## config.mk

```make
export PLATFORM = sky130hd
export DESIGN_NAME = seq_detector_param
export DESIGN_NICKNAME = d
export VERILOG_FILES = /design/src/rtl/seq_detector_param.sv
export SDC_FILE = /design/constraint.sdc
export NUM_CORES = 1
export LEC_CHECK = 0
export BUFFER_PORTS_ARGS = -buffer_cell sky130_fd_sc_hd__clkbuf_2
export CELL_PAD_IN_SITES_DETAIL_PLACEMENT = 1
export CELL_PAD_IN_SITES_GLOBAL_PLACEMENT = 2
export CORE_MARGIN = 1.5
export CORE_UTILIZATION = 28
export CTS_CLUSTER_SIZE = 24
export DETAILED_ROUTE_END_ITERATION = 12
export PLACE_DENSITY_LB_ADDON = 0.1
export REMOVE_ABC_BUFFERS = 1
export SETUP_SLACK_MARGIN = 0.02
export SYNTH_ARGS = -nofsm -noshare
export SYNTH_HDL_FRONTEND = slang
export SYNTH_SLANG_ARGS = --single-unit
```

## constraint.sdc

```tcl
create_clock -name clk -period 2.4 [get_ports clk]
set_input_delay 0 -clock clk [delete_from_list [all_inputs] [get_ports clk]]
set_output_delay 0 -clock clk [all_outputs]
set_load 0.05 [all_outputs]
```

## src/rtl/seq_detector_param.sv

```systemverilog
// Parameterised serial pattern detector with runtime-loadable pattern and overlap control.
// Define SEQ_DET_COUNT_EN to build the saturating match counter; otherwise count is tied to 0.
module seq_detector_param #(
    parameter int             N               = 4,
    parameter logic [N-1:0]   DEFAULT_PATTERN = 4'b1011,
    parameter int             CNT_W           = 8
) (
    input  logic             clk,
    input  logic             rst,
    input  logic             en,
    input  logic             w,
    input  logic             load,
    input  logic [N-1:0]     pat_in,
    input  logic             overlap,
    output logic             z,
    output logic [CNT_W-1:0] count
);

    localparam int             FW       = $clog2(N);
    localparam logic [FW-1:0]  FILL_MAX = FW'(N - 1);

    logic [N-2:0]  history;
    logic [FW-1:0] fill;
    logic [N-1:0]  pattern;
    logic [N-1:0]  window;
    logic          match;

    // The newest bit sits in the LSB, so the oldest bit lines up with the pattern MSB.
    always_comb begin
        window = {history, w};
        match  = (fill == FILL_MAX) && (window == pattern);
    end

    always_ff @(posedge clk) begin
        if (rst) begin
            z       <= 1'b0;
            history <= '0;
            fill    <= '0;
            pattern <= DEFAULT_PATTERN;
        end else if (load) begin
            z       <= 1'b0;
            history <= '0;
            fill    <= '0;
            pattern <= pat_in;
        end else if (en) begin
            z <= match;
            if (match && !overlap) begin
                history <= '0;
                fill    <= '0;
            end else begin
                history <= window[N-2:0];
                if (fill != FILL_MAX) begin
                    fill <= fill + 1'b1;
                end
            end
        end else begin
            z <= 1'b0;
        end
    end

`ifdef SEQ_DET_COUNT_EN
    logic [CNT_W-1:0] cnt;

    always_ff @(posedge clk) begin
        if (rst || load) begin
            cnt <= '0;
        end else if (en && match && (cnt != {CNT_W{1'b1}})) begin
            cnt <= cnt + 1'b1;
        end
    end

    assign count = cnt;
`else
    assign count = '0;
`endif

endmodule
```

# ---- Word-level counts from Yosys, hierarchy flattened
# Cells that the tools add are included.
dict set report word_totals {
  regBits 10
  latch_bits 0
  ramBits 0
  romBits 0
  inputBits 10
  output_inout_bits 9
  elab_cells 19
  memories 0
}
dict set report op_classes {
  n_addsub 1
  mul 0
  div_mod_pow 0
  order_cmp 0
  n_eq_ne 3
  n_shift 0
  mux 3
  n_bitwise 1
  reduce_logical 7
}
# op count
set op_table {}
lappend op_table {{$eq 4x4->1} 1}
lappend op_table {{$mux 2} 2}
lappend op_table {{$mux 3} 1}
lappend op_table {{$reduce_or 3->1} 1}
lappend op_table {{$add 2x1->2 const B} 1}
lappend op_table {{$eq 2x2->1 const B} 1}
lappend op_table {{$logic_and 1x1->1} 2}
lappend op_table {{$ne 2x2->1 const B} 1}
lappend op_table {{$reduce_and 2->1} 1}
lappend op_table {{$reduce_bool 2->1} 1}
lappend op_table {{$reduce_or 2->1} 1}
lappend op_table {{$logic_not 1->1} 1}
lappend op_table {{$not 1->1} 1}

# ---- Logic depth before layout (Yosys ltp)
# Gate-level depths: netlist of run 1.
dict set report depth {
  depth_word 5
  mapped_depth 4
  mapped_depth_nobuf 4
}

# ---- Worst setup path after synthesis of run 1
# OpenSTA, ideal clock, no wires.
dict set report synth_path {
  path_kind {reg2reg}
  from {reg pattern[0]}
  to {reg fill[0]}
  setup_time_ns 0.116
  t_arrival_ns 1.151
  required_time_ns 2.284
  slack_ns 1.133
  path_stages_with_launch 5
  n_path_buf 0
  synth_period_minus_slack_ns 1.267
  path_cell_list {dfxtp_1 -> xor2_1 -> nor4_4 -> a31oi_1 -> a31o_2}
}
dict set report synth_between {
  elab_chain_len 5
  word_cells_on_any_way 6
  classes_between {eq/ne: 1; mux: 1; reduce/logical: 4}
}
# element line
set synth_rtl {}
lappend synth_rtl {{start: declaration} 24} ;# logic [N-1:0] pattern;
lappend synth_rtl {{start signal: assignment} 44} ;# pattern <= pat_in;
lappend synth_rtl {{$eq 4x4->1 (*)} 31} ;# match = (fill == FILL_MAX) && (window == pattern);
lappend synth_rtl {{$logic_and 1x1->1 (*)} 31}
lappend synth_rtl {{$logic_and 1x1->1 (*)} 47} ;# if (match && !overlap) begin
lappend synth_rtl {{$reduce_bool 2->1 (no source line)} --}
lappend synth_rtl {{$reduce_and 2->1 (no source line)} --}
lappend synth_rtl {{end signal: assignment} 53} ;# fill <= fill + 1'b1;
lappend synth_rtl {{end: declaration} 23} ;# logic [FW-1:0] fill;
# Every way passes the cells marked *; elsewhere a longest branch is shown, timed or not.
# A chain may end at the register's enable or synchronous reset.

# ---- Final worst setup path of run 1
dict set report layout_path {
  from {reg pattern[0]}
  to {reg history[0]}
}
dict set report layout_between {
  elab_chain_len 4
}
# element line
set layout_rtl {}
lappend layout_rtl {{$eq 4x4->1} 31}
lappend layout_rtl {{$logic_and 1x1->1} 31}
lappend layout_rtl {{$logic_and 1x1->1} 47}
lappend layout_rtl {{$mux 3} 47}
lappend layout_rtl {{end signal: assignment} 51} ;# history <= window[N-2:0];
lappend layout_rtl {{end: declaration} 22} ;# logic [N-2:0] history;
# Every way passes these cells.

==> results of run 1 <==
[cell families after synthesis]
| logic type | after synthesis | share of synthesized area (%) |
|---|---|---|
| other | 1 | 0.742 |
| buffers and inverters | 10 | 13.6 |
| flip-flops | 10 | 39.6 |
| AO/OA/AOI/OAI | 8 | 14.1 |
| multiplexers | 2 | 3.96 |
| adder cells (fa/ha/maj) | 1 | 2.47 |
| XOR/XNOR | 4 | 6.93 |
| AND/OR/NAND/NOR | 14 | 18.6 |
[where the power goes]
group | switching, µW | leakage (µW) | internal, µW | total, µW
clock | 51.4 | 0.0000138 | 57.6 | 109
combinational | 46.3 | 0.000188 | 23.0 | 69.3
sequential | 4.45 | 0.0000819 | 172 | 177
total | 102 | 0.000283 | 253 | 355
[flip-flops by register name (all words and copies together) (netlist names)]
register	flops
history	3
z	1
fill	2
pattern	4
[Yosys cell counts (all sizes together)]
master,count,area [µm²]
dfxtp,10,200
nor4bb,1,10.0
a32o,3,30.0
xor2,4,35.0
a31oi,1,6.26
a31o,1,8.76
conb,1,3.75
buf,9,65.1
a211o,3,26.3
nor2,2,7.51
and2,1,6.26
mux2i,2,20.0
inv,1,3.75
nor4,1,21.3
nand2,2,7.51
ha,1,12.5
and3,1,6.26
nor3,1,5.00
nor2b,4,25.0
nand3,1,5.00
[worst max-delay path: cells and delay by family, from the launching register on]
| family | cells | cell delay, ps |
|---|---|---|
| DFF | 1 | 320 |
| and+or+nand+nor | 2 | 480 |
| AOI/OAI and AO/OA | 1 | 280 |
| xor gates and xnor gates | 1 | 180 |
[through the flow]
| step | instances | util, % | setup slack [ps] |
|---|---|---|---|
| 2_1_floorplan | 48 | - | 1130 |
| 3_3_place_gp | 83 | 32.1 | 1050 |
| 3_5_place_dp | 83 | 32.1 | 1030 |
| 4_1_cts | 91 | 36.3 | 1010 |
| 5_1_grt | 91 | 36.3 | 943 |
| 6_report | 91 | 36.3 | 1030 |
[per-layer routing]
metal	vias to the layer above	wire, µm	part of all wire [%]	global-route usage [%]
li1	194	-	-	-
met5	-	0	0	0
met2	16	443	48	16.3
met1	191	396	43	13.7
met4	0	10	1.1	8.82
met3	2	63	6.9	4.76
[repair_timing]
action / CTS / global route
hold endpoints to repair: 4 / 0
hold buffers: 5 / 0
gates resized for setup: 0 / 0
[worst max path at each step]
| stage | startpoint | end | slack, ps | cells past startpoint |
|---|---|---|---|---|
| detailed placement | pattern[0]$_SDFFE_PP1P_ | history[0]$_SDFFE_PP0P_ | 1030 | 4 |
| CTS | pattern[0]$_SDFFE_PP1P_ | history[0]$_SDFFE_PP0P_ | 1010 | 4 |
| floorplan | pattern[0]$_SDFFE_PP1P_ | fill[0]$_SDFFE_PP0P_ | 1130 | 4 |
| global route | pattern[0]$_SDFFE_PP1P_ | history[2]$_SDFFE_PP0P_ | 940 | 4 |
| global placement | pattern[0]$_SDFFE_PP1P_ | history[0]$_SDFFE_PP0P_ | 1050 | 4 |
| finish | pattern[0]$_SDFFE_PP1P_ | history[0]$_SDFFE_PP0P_ | 1030 | 4 |
[area by class of cell]
class | instances | area, µm²
fillers | 212 | 1090
multi-input cells | 37 | 263
flip-flops and latches | 10 | 200
repair buffers | 15 | 100
well taps | 25 | 31.3
clock buffers | 3 | 22.5
inverters | 1 | 3.75
==> flow_metrics.tcl, run 1 <==
set metrics [dict create \
    num-nets-final 79 \
    clock_skew_ps 1.95 \
    drive_above_1_share_pct 22.7 \
    clkSinkCount 10 \
    layout_min_cycle_time_ps 1370 \
    clockRootBuffer "clkbuf_4" \
    run_status "finished clean" \
    clk_transition_reported_paths_ps 60 \
    diodes 0 \
    critPathCaptureType "register" \
    pd_cells_nw_per_um2 572 \
    cpPeakStageDelay_ps 320 \
    worstPathCellList "xor2_1, nor4_4, nand3_1, a32o_1" \
    share_of_the_clock_period_used_by_the_worst_path_pct 57.1 \
    globalRouteOverflowTotal 0 \
    clock_tree.buffer_depth 2 \
    post_dp_cell_area_um2 548 \
    critical_path_arrival_ps 1520 \
    tritoncts "built" \
    grt_pass1_wl_um 1630 \
    synth.distinct_cells 21 \
    synth_seq_cells 10 \
    placeableCoreArea_um2 1710 \
    synth_seq_area_share_pct 39.6 \
    worst_hold_slack_ps 20.3 \
    worst_r2r_path_depth 4 \
    r2r_path_end "history[0]$_SDFFE_PP0P_" \
    path_class "reg2reg" \
    hold_crit_depth 2 \
    critical_path_peak_fanout 3 \
    track_usage_pct 11.6 \
    maxClockFrequency_mhz 730 \
    setup.worst_path.start_class "register" \
    hold_class "in2reg" \
    cts-buffers-inserted 3 \
    first_global_vias 375 \
    detailedRoute.firstIterationViolations 3 \
    synth_cells 50 \
    peak_vdd_ir_mv 0.184 \
    die-area_um2 2070 \
    grt_antenna_before_repair 0 \
    hpwlAfterDp_um 741 \
    holdCritStartpoint "rst" \
    max_cap_violations 0 \
    syn_area_um2 505 \
    setup_total_negative_slack_ps 0 \
    cp_slowest_cell "dfxtp_1" \
    finalMaxSlewViolations 0 \
    avgRoutedWirePerCell_um 10.0 \
    place.port_buffers 10 \
    reg2reg_setup_slack_ps 1030 \
    floorplan.io_pins 19 \
    vertical_extent_of_the_die_um 45.5 \
    cts_setup_buffers 0 \
    drt_first_pass_iters 2 \
    finalSetupViolCount 0 \
    grt_setup_unrepaired "false" \
    hold-path-endpoint "pattern[3]$_SDFFE_PP1P_" \
    worstPathRequired_ps 2550 \
    width_of_the_die_um 45.5 \
    globalplace.congestion 0.617 \
    final_cell_area_um2 621 \
    floorplan.initialDensity_pct 29.6 \
    finalWirelength_um 914 \
    std_cell_rows 15 \
    postRouteAntennaNets 0 \
    ctsHtreeMaxLevel 1 \
    drt-vias-per-instance 4.43 \
    final_cell_mix "dfxtp_1 (10), clkbuf_2 (10), conb_1 (8)" \
    avgSynthCellArea_um2 10.1 \
    insertion_delay_ps 250 \
    synth-warning-count 0 \
    routed-via-count 403 \
    detail_route.drc_violations 0 \
    fin_total_pwr_uw 355 \
    final-hold-violation-count 0 \
    power_leakage_uw 0.000283 \
    worst_reg2reg_startpoint "pattern[0]$_SDFFE_PP1P_" \
    grt_max_degree 10 \
    area_growth_syn_to_layout_pct 22.8 \
]
(Power assumes the default switching activity.)
==> inputs of run 2 (changes only) <==
ABC_AREA = 1   (was default)
CORE_UTILIZATION = 24   (was 28)
clock period = 1.3 ns   (was 2.4 ns; I/O delays follow)
==> run 2 against run 1 <==
Sequential power rose by 87%. Critical path depth increased by 5. Global-route usage decreased by 1.4 points. Worst setup slack got worse by 880 ps. Clock-buffer cell count increased by 1. Highest routed layer unchanged.
==> flow_metrics.tcl, run 2 <==
set metrics [dict create \
    max_cap_violations 0 \
    post_dp_cell_area_um2 594 \
    async_reset_ff_share_pct 0 \
    grt_pass1_wl_um 1920 \
    post_synth_main_area_contributors "dfxtp_1 (36%), nand2_1 (12%), buf_4 (11%), inv_1 (7.5%), a21oi_1 (7.2%)" \
    width_of_the_die_um 51.0 \
    synth-warning-count 0 \
    cts_setup_buffers 0 \
    reg2reg_setup_slack_ps 150 \
    synth_seq_cells 10 \
    synthDominantCellAreaShare_pct 36.2 \
    run_status "finished clean" \
    detailedRoute.firstIterationViolations 6 \
    hpwlAfterDp_um 871 \
    clock_skew_ps 1.63 \
    postRouteAntennaNets 0 \
    synth_enable_flop_cells 0 \
    final_util_pct 31.7 \
    cts-buffers-inserted 3 \
    hold-path-endpoint "pattern[0]$_SDFFE_PP1P_" \
    share_of_the_clock_period_used_by_the_worst_path_pct 88.4 \
    layout_commonest_cell "nand2_1" \
    finalSetupViolCount 0 \
    clock_tree.buffer_depth 2 \
    first_global_vias 463 \
    holdCritStartpoint "load" \
    grt_max_degree 12 \
    std_cell_rows 17 \
    worst_r2r_path_depth 9 \
    finalMaxSlewViolations 0 \
    setup.worst_path.start_class "register" \
    ctsHtreeMaxLevel 1 \
    place.port_buffers 10 \
    diodes 0 \
    worstPathRequired_ps 1460 \
    globalplace.congestion 0.626 \
    avgSynthCellArea_um2 7.00 \
    critical_path_peak_fanout 4 \
    area_growth_syn_to_layout_pct 25.6 \
    avgRoutedWirePerCell_um 9.03 \
    placeableCoreArea_um2 2190 \
    clockRootBuffer "clkbuf_4" \
    peak_vdd_ir_mv 0.427 \
    critical_path_arrival_ps 1310 \
    vertical_extent_of_the_die_um 51.0 \
    reg_top3 "pattern: 4 flops, history: 3 flops, fill: 2 flops" \
    die-area_um2 2600 \
    largest_register_ff_count 4 \
    tritoncts "built" \
    power_leakage_uw 0.000343 \
    final_cell_mix "nand2_1 (18), inv_1 (10), clkbuf_2 (10)" \
    drt-vias-per-instance 3.88 \
    synth_seq_area_share_pct 36.2 \
    floorplan.initialDensity_pct 25.2 \
    synth.distinct_cells 17 \
    fin_total_pwr_uw 756 \
    layout_min_cycle_time_ps 1150 \
    drt_first_pass_iters 3 \
    floorplan.io_pins 19 \
    maxClockFrequency_mhz 870 \
    final-hold-violation-count 0 \
    hold_crit_depth 2 \
    worst_reg2reg_startpoint "history[0]$_SDFFE_PP0P_" \
    synthMostInstantiatedCell "nand2_1" \
    clkSinkCount 10 \
    regMostFlops "pattern" \
    setup_total_negative_slack_ps 0 \
    critPathCaptureType "register" \
    globalRouteOverflowTotal 0 \
    pd_cells_nw_per_um2 1090 \
    synth_top_cell_by_area "dfxtp_1" \
    clk_transition_reported_paths_ps 70 \
    num-nets-final 108 \
    drive_above_1_share_pct 24.0 \
    ys_top_cells_by_count "nand2_1 (18), inv_1 (11), dfxtp_1 (10)" \
    routed-via-count 481 \
    syn_area_um2 553 \
    hold_class "in2reg" \
    finalWirelength_um 1120 \
    grt_antenna_before_repair 0 \
    ys.flop_type "dfxtp_1" \
    grt_setup_unrepaired "false" \
    r2r_path_end "fill[0]$_SDFFE_PP0P_" \
    synth_cells 79 \
    final_cell_area_um2 694 \
    path_class "reg2reg" \
    track_usage_pct 10.1 \
    insertion_delay_ps 260 \
    detail_route.drc_violations 0 \
]
==> run 2: cell types whose count changed after synthesis, sizes merged, moves of 2 or more <==
| cell | change |
|---|---|
| inv | +10 |
| a32o | -3 |
| nor2b | -4 |
| nor2 | +5 |
| a21oi | +9 |
| mux2i | -2 |
| o21ai | +6 |
| nand2 | +17 |
| a211o | -3 |
| xor2 | -4 |
==> run 2: metrics by stage <==
stage | setup WS [ps] | hold WS, ps | instances
2_1_floorplan | 244 | 72.4 | 76
6_report | 150 | 51.1 | 124
4_1_cts | 63.8 | 49.6 | 124
5_1_grt | 28.6 | 64.8 | 124
3_5_place_dp | 108 | 224 | 114
3_3_place_gp | 129 | 208 | 114
==> run 2: repair_timing <==
action / 4_1_cts / 5_1_grt
endpoints found under the setup margin: 0 / 6
endpoints found under the hold margin: 5 / 1
hold buffers: 6 / 1
gates resized for setup: 0 / 4
==> run 2: logic make-up (layout without fill, tap and decap cells) <==
family                   after synthesis  in the layout  share of synthesized area (%)
buffers and inverters                 21             31                           20.1
AND/OR/NAND/NOR                       30             30                           23.1
AO/OA/AOI/OAI                         16             16                           17.6
other                                  1              8                          0.678
adder cells (fa/ha/maj)                1              1                           2.26
flip-flops                            10             10                           36.2
==> run 2: worst max-delay path by stage <==
stage	startpoint	end	slack, ps	cells past startpoint
2_1_floorplan	history[0]$_SDFFE_PP0P_	fill[0]$_SDFFE_PP0P_	240	9
3_3_place_gp	history[0]$_SDFFE_PP0P_	history[2]$_SDFFE_PP0P_	130	9
3_5_place_dp	history[0]$_SDFFE_PP0P_	fill[0]$_SDFFE_PP0P_	110	9
4_1_cts	pattern[2]$_SDFFE_PP0P_	pattern[2]$_SDFFE_PP0P_	60	5
5_1_grt	w	fill[1]$_SDFFE_PP0P_	30	11
6_report	history[0]$_SDFFE_PP0P_	fill[0]$_SDFFE_PP0P_	150	9
==> run 2: worst max-delay path, stage by stage, from the launching register on <==
cell and delay [ps]:
dfxtp_2 350, inv_1 50, nand2_1 50, nand2_1 50
nor2_2 110, nand2_2 90, o21bai_4 150, nand3_1 90
nand2_1 70, nor2_1 40
==> run 2: area by class of cell <==
cell class	count	area [µm²]
sequential	10	204
multi-input combinational	55	268
tap	28	35.0
inverter	11	41.3
timing repair buffer	16	110
fill	285	1500
clock buffer	4	36.3
==> run 2: power by group <==
| group | internal, µW | leakage, µW | switching (µW) | total, µW |
|---|---|---|---|---|
| Clock | 170 | 0.0000210 | 113 | 283 |
| Sequential | 321 | 0.0000834 | 9.93 | 331 |
| Combinational | 44.4 | 0.000239 | 97.9 | 142 |
==> run 2: layer usage <==
| layer | GRT usage [%] | up-vias | part of all wire, % |
|---|---|---|---|
| met2 | 16.9 | 14 | 43 |
| met3 | 2.63 | 2 | 5.8 |
| li1 | - | 265 | - |
| met5 | 0 | - | 0 |
| met4 | 6.76 | 0 | 0.71 |
| met1 | 11.3 | 200 | 51 |
==> inputs of run 3 (changes only) <==
ABC_AREA = default   (was 1)
CORE_UTILIZATION = 26   (was 24)
CTS_BUF_LIST = sky130_fd_sc_hd__clkbuf_2   (was default)
clock period = 0.95 ns   (was 1.3 ns; I/O delays follow)
==> run 3 against run 2 <==
The run now ends with negative setup slack left. Combinational power up 39%. Global-route usage up 2.1 points. Fmax down 15%. Clock skew about the same. Cell area down 1.8%.
==> flow_metrics.tcl, run 3 (synthesis gave the netlist of run 1 again) <==
set metrics [dict create \
    globalplace.congestion 0.706 \
    floorplan.initialDensity_pct 28.4 \
    cp_slowest_cell "nor4_4" \
    grtUsageMet3_pct 5.77 \
    routed-via-count 424 \
    netSwitchingPower_uw 294 \
    detailedRoute.firstIterationViolations 4 \
    clock_tree.buffer_depth 2 \
    insertion_delay_ps 260 \
    cts_setup_buffers 0 \
    area_growth_syn_to_layout_pct 34.9 \
    maxClockFrequency_mhz 740 \
    grt_antenna_before_repair 0 \
    combinational_group_share_of_total_power_pct 22.1 \
    postRouteAntennaNets 0 \
    cts-buffers-inserted 3 \
    detail_route.drc_violations 0 \
    drive_above_1_share_pct 38.4 \
    largest_register_ff_count 4 \
    worst_hold_slack_ps 31.6 \
    failing_checks "negative setup slack" \
    cpPeakStageDelay_ps 360 \
    width_of_the_die_um 47.1 \
    clockRootBuffer "clkbuf_2" \
    grt_max_degree 8 \
    finalSetupViolCount 6 \
    diodes 0 \
    hpwlAfterDp_um 784 \
    run_status "finished with violations" \
    worstPathCellList "xor2_1, nor4_4, a31oi_2, a31o_2" \
    clk_transition_reported_paths_ps 110 \
    reg_top3 "pattern: 4 flops, history: 3 flops, fill: 2 flops" \
    post_dp_cell_area_um2 601 \
    num-nets-final 85 \
    final-hold-violation-count 0 \
    regMostFlops "pattern" \
    cp_num_buf_inv 0 \
    worst_slack_ps -401 \
    final_util_pct 38.2 \
    grt_pass1_wl_um 1730 \
    fin_total_pwr_uw 895 \
    intPower_uw 601 \
    power_frac_seq_pct 50.1 \
    worstPathRequired_ps 1120 \
    power_leakage_uw 0.000316 \
    final_cell_area_um2 682 \
    die-area_um2 2220 \
    ctsHtreeMaxLevel 1 \
    vertical_extent_of_the_die_um 47.1 \
    grt.busiest_layer "met2" \
    placeableCoreArea_um2 1780 \
    finalWirelength_um 1030 \
    setup.worst_path.start_class "register" \
    grt_use_met2_pct 16.4 \
    path_class "reg2reg" \
    floorplan.io_pins 19 \
    globalRouteOverflowTotal 0 \
    peak_vdd_ir_mv 0.661 \
    layout_min_cycle_time_ps 1350 \
    place.port_buffers 10 \
    final_cell_mix "clkbuf_2 (13), conb_1 (8), dfxtp_1 (7), buf_4 (7)" \
    pd_cells_nw_per_um2 1310 \
    layout_commonest_cell "clkbuf_2" \
    drt_first_pass_iters 2 \
    clockPowerShare_pct 27.8 \
    tritoncts "built" \
    setup_total_negative_slack_ps -2080 \
    critical_path_arrival_ps 1520 \
    clkSinkCount 10 \
    drt-vias-per-instance 4.33 \
    clock_skew_ps 1.23 \
    critPathCaptureType "register" \
    hold_class "in2reg" \
    power_switching_share_pct 32.9 \
    avgRoutedWirePerCell_um 10.5 \
    finalMaxSlewViolations 0 \
    share_of_the_clock_period_used_by_the_worst_path_pct 142 \
    met1_usage_pct 15.3 \
    first_global_vias 394 \
    track_usage_pct 12.2 \
    critical_path.top_delay_family "compound AO/OA/AOI/OAI gates" \
    grt_setup_unrepaired "true" \
    std_cell_rows 15 \
    max_cap_violations 0 \
    critical_path_peak_fanout 3 \
]
run 3: changes by cell type in the layout (fill, tap and decap cells not counted), moves of 4 or more:
cell,previous run,this run
buf_4,0,7
nor2b_1,0,4
nand2_1,18,2
o21ai_0,6,0
inv_1,10,1
a21oi_1,8,0
run 3: worst reg2reg max path, delay by kind of cell (launching register included):
kind	cells	cell delay (ps)
AOI/OAI and AO/OA	2	390
xor gates and xnor gates	1	180
DFF	1	340
and+or+nand+nor	1	360
run 3: final cells by class:
type                    count  area, µm²
fillers                   220       1100
multi-input cells          37        282
flip-flops and latches     10        204
repair buffers             21        143
well taps                  25       31.3
clock buffers               3       15.0
clock inverters             1       3.75
inverters                   1       3.75
run 3: path summary, 6_finish.rpt:
kind | from | endpoint | slack (ps) | cells past startpoint
worst max-delay path | pattern[0]$_SDFFE_PP1P_ | fill[0]$_SDFFE_PP0P_ | -400 | 4
worst min-delay path | rst | pattern[2]$_SDFFE_PP0P_ | 30 | 3
worst max register to register | pattern[0]$_SDFFE_PP1P_ | fill[0]$_SDFFE_PP0P_ | -400 | 4
worst min register to register | fill[1]$_SDFFE_PP0P_ | fill[1]$_SDFFE_PP0P_ | 470 | 2
run 3: power by group through the flow:
stage | clock network (µW) | logic (µW) | registers, µW
6_report | 248 | 198 | 449
5_1_grt | 284 | 215 | 452
4_1_cts | 264 | 198 | 449
3_5_place_dp | 0 | 180 | 456
3_3_place_gp | 0 | 180 | 456
2_1_floorplan | 0 | 124 | 453
run 3: layer usage:
metal,part of all wire (%),up-vias,wire length [µm]
met5,0,-,0
met4,2.2,0,23
met3,6.4,4,66
met2,44,19,449
met1,48,192,493
li1,-,209,-
run 3: repair_timing:
item                                   4_1_cts  5_1_grt
setup endpoints to repair                    6        6
pin swaps                                    9        3
endpoints found under the hold margin        4        0
hold buffers                                 4        0
gates resized for setup                      5        1
run 3: per-stage QoR:
stage,setup slack [ps],instances
after floorplan,-317,48
after global placement,-398,90
after detailed placement,-421,90
after CTS,-429,98
after global routing,-488,98
final,-401,98
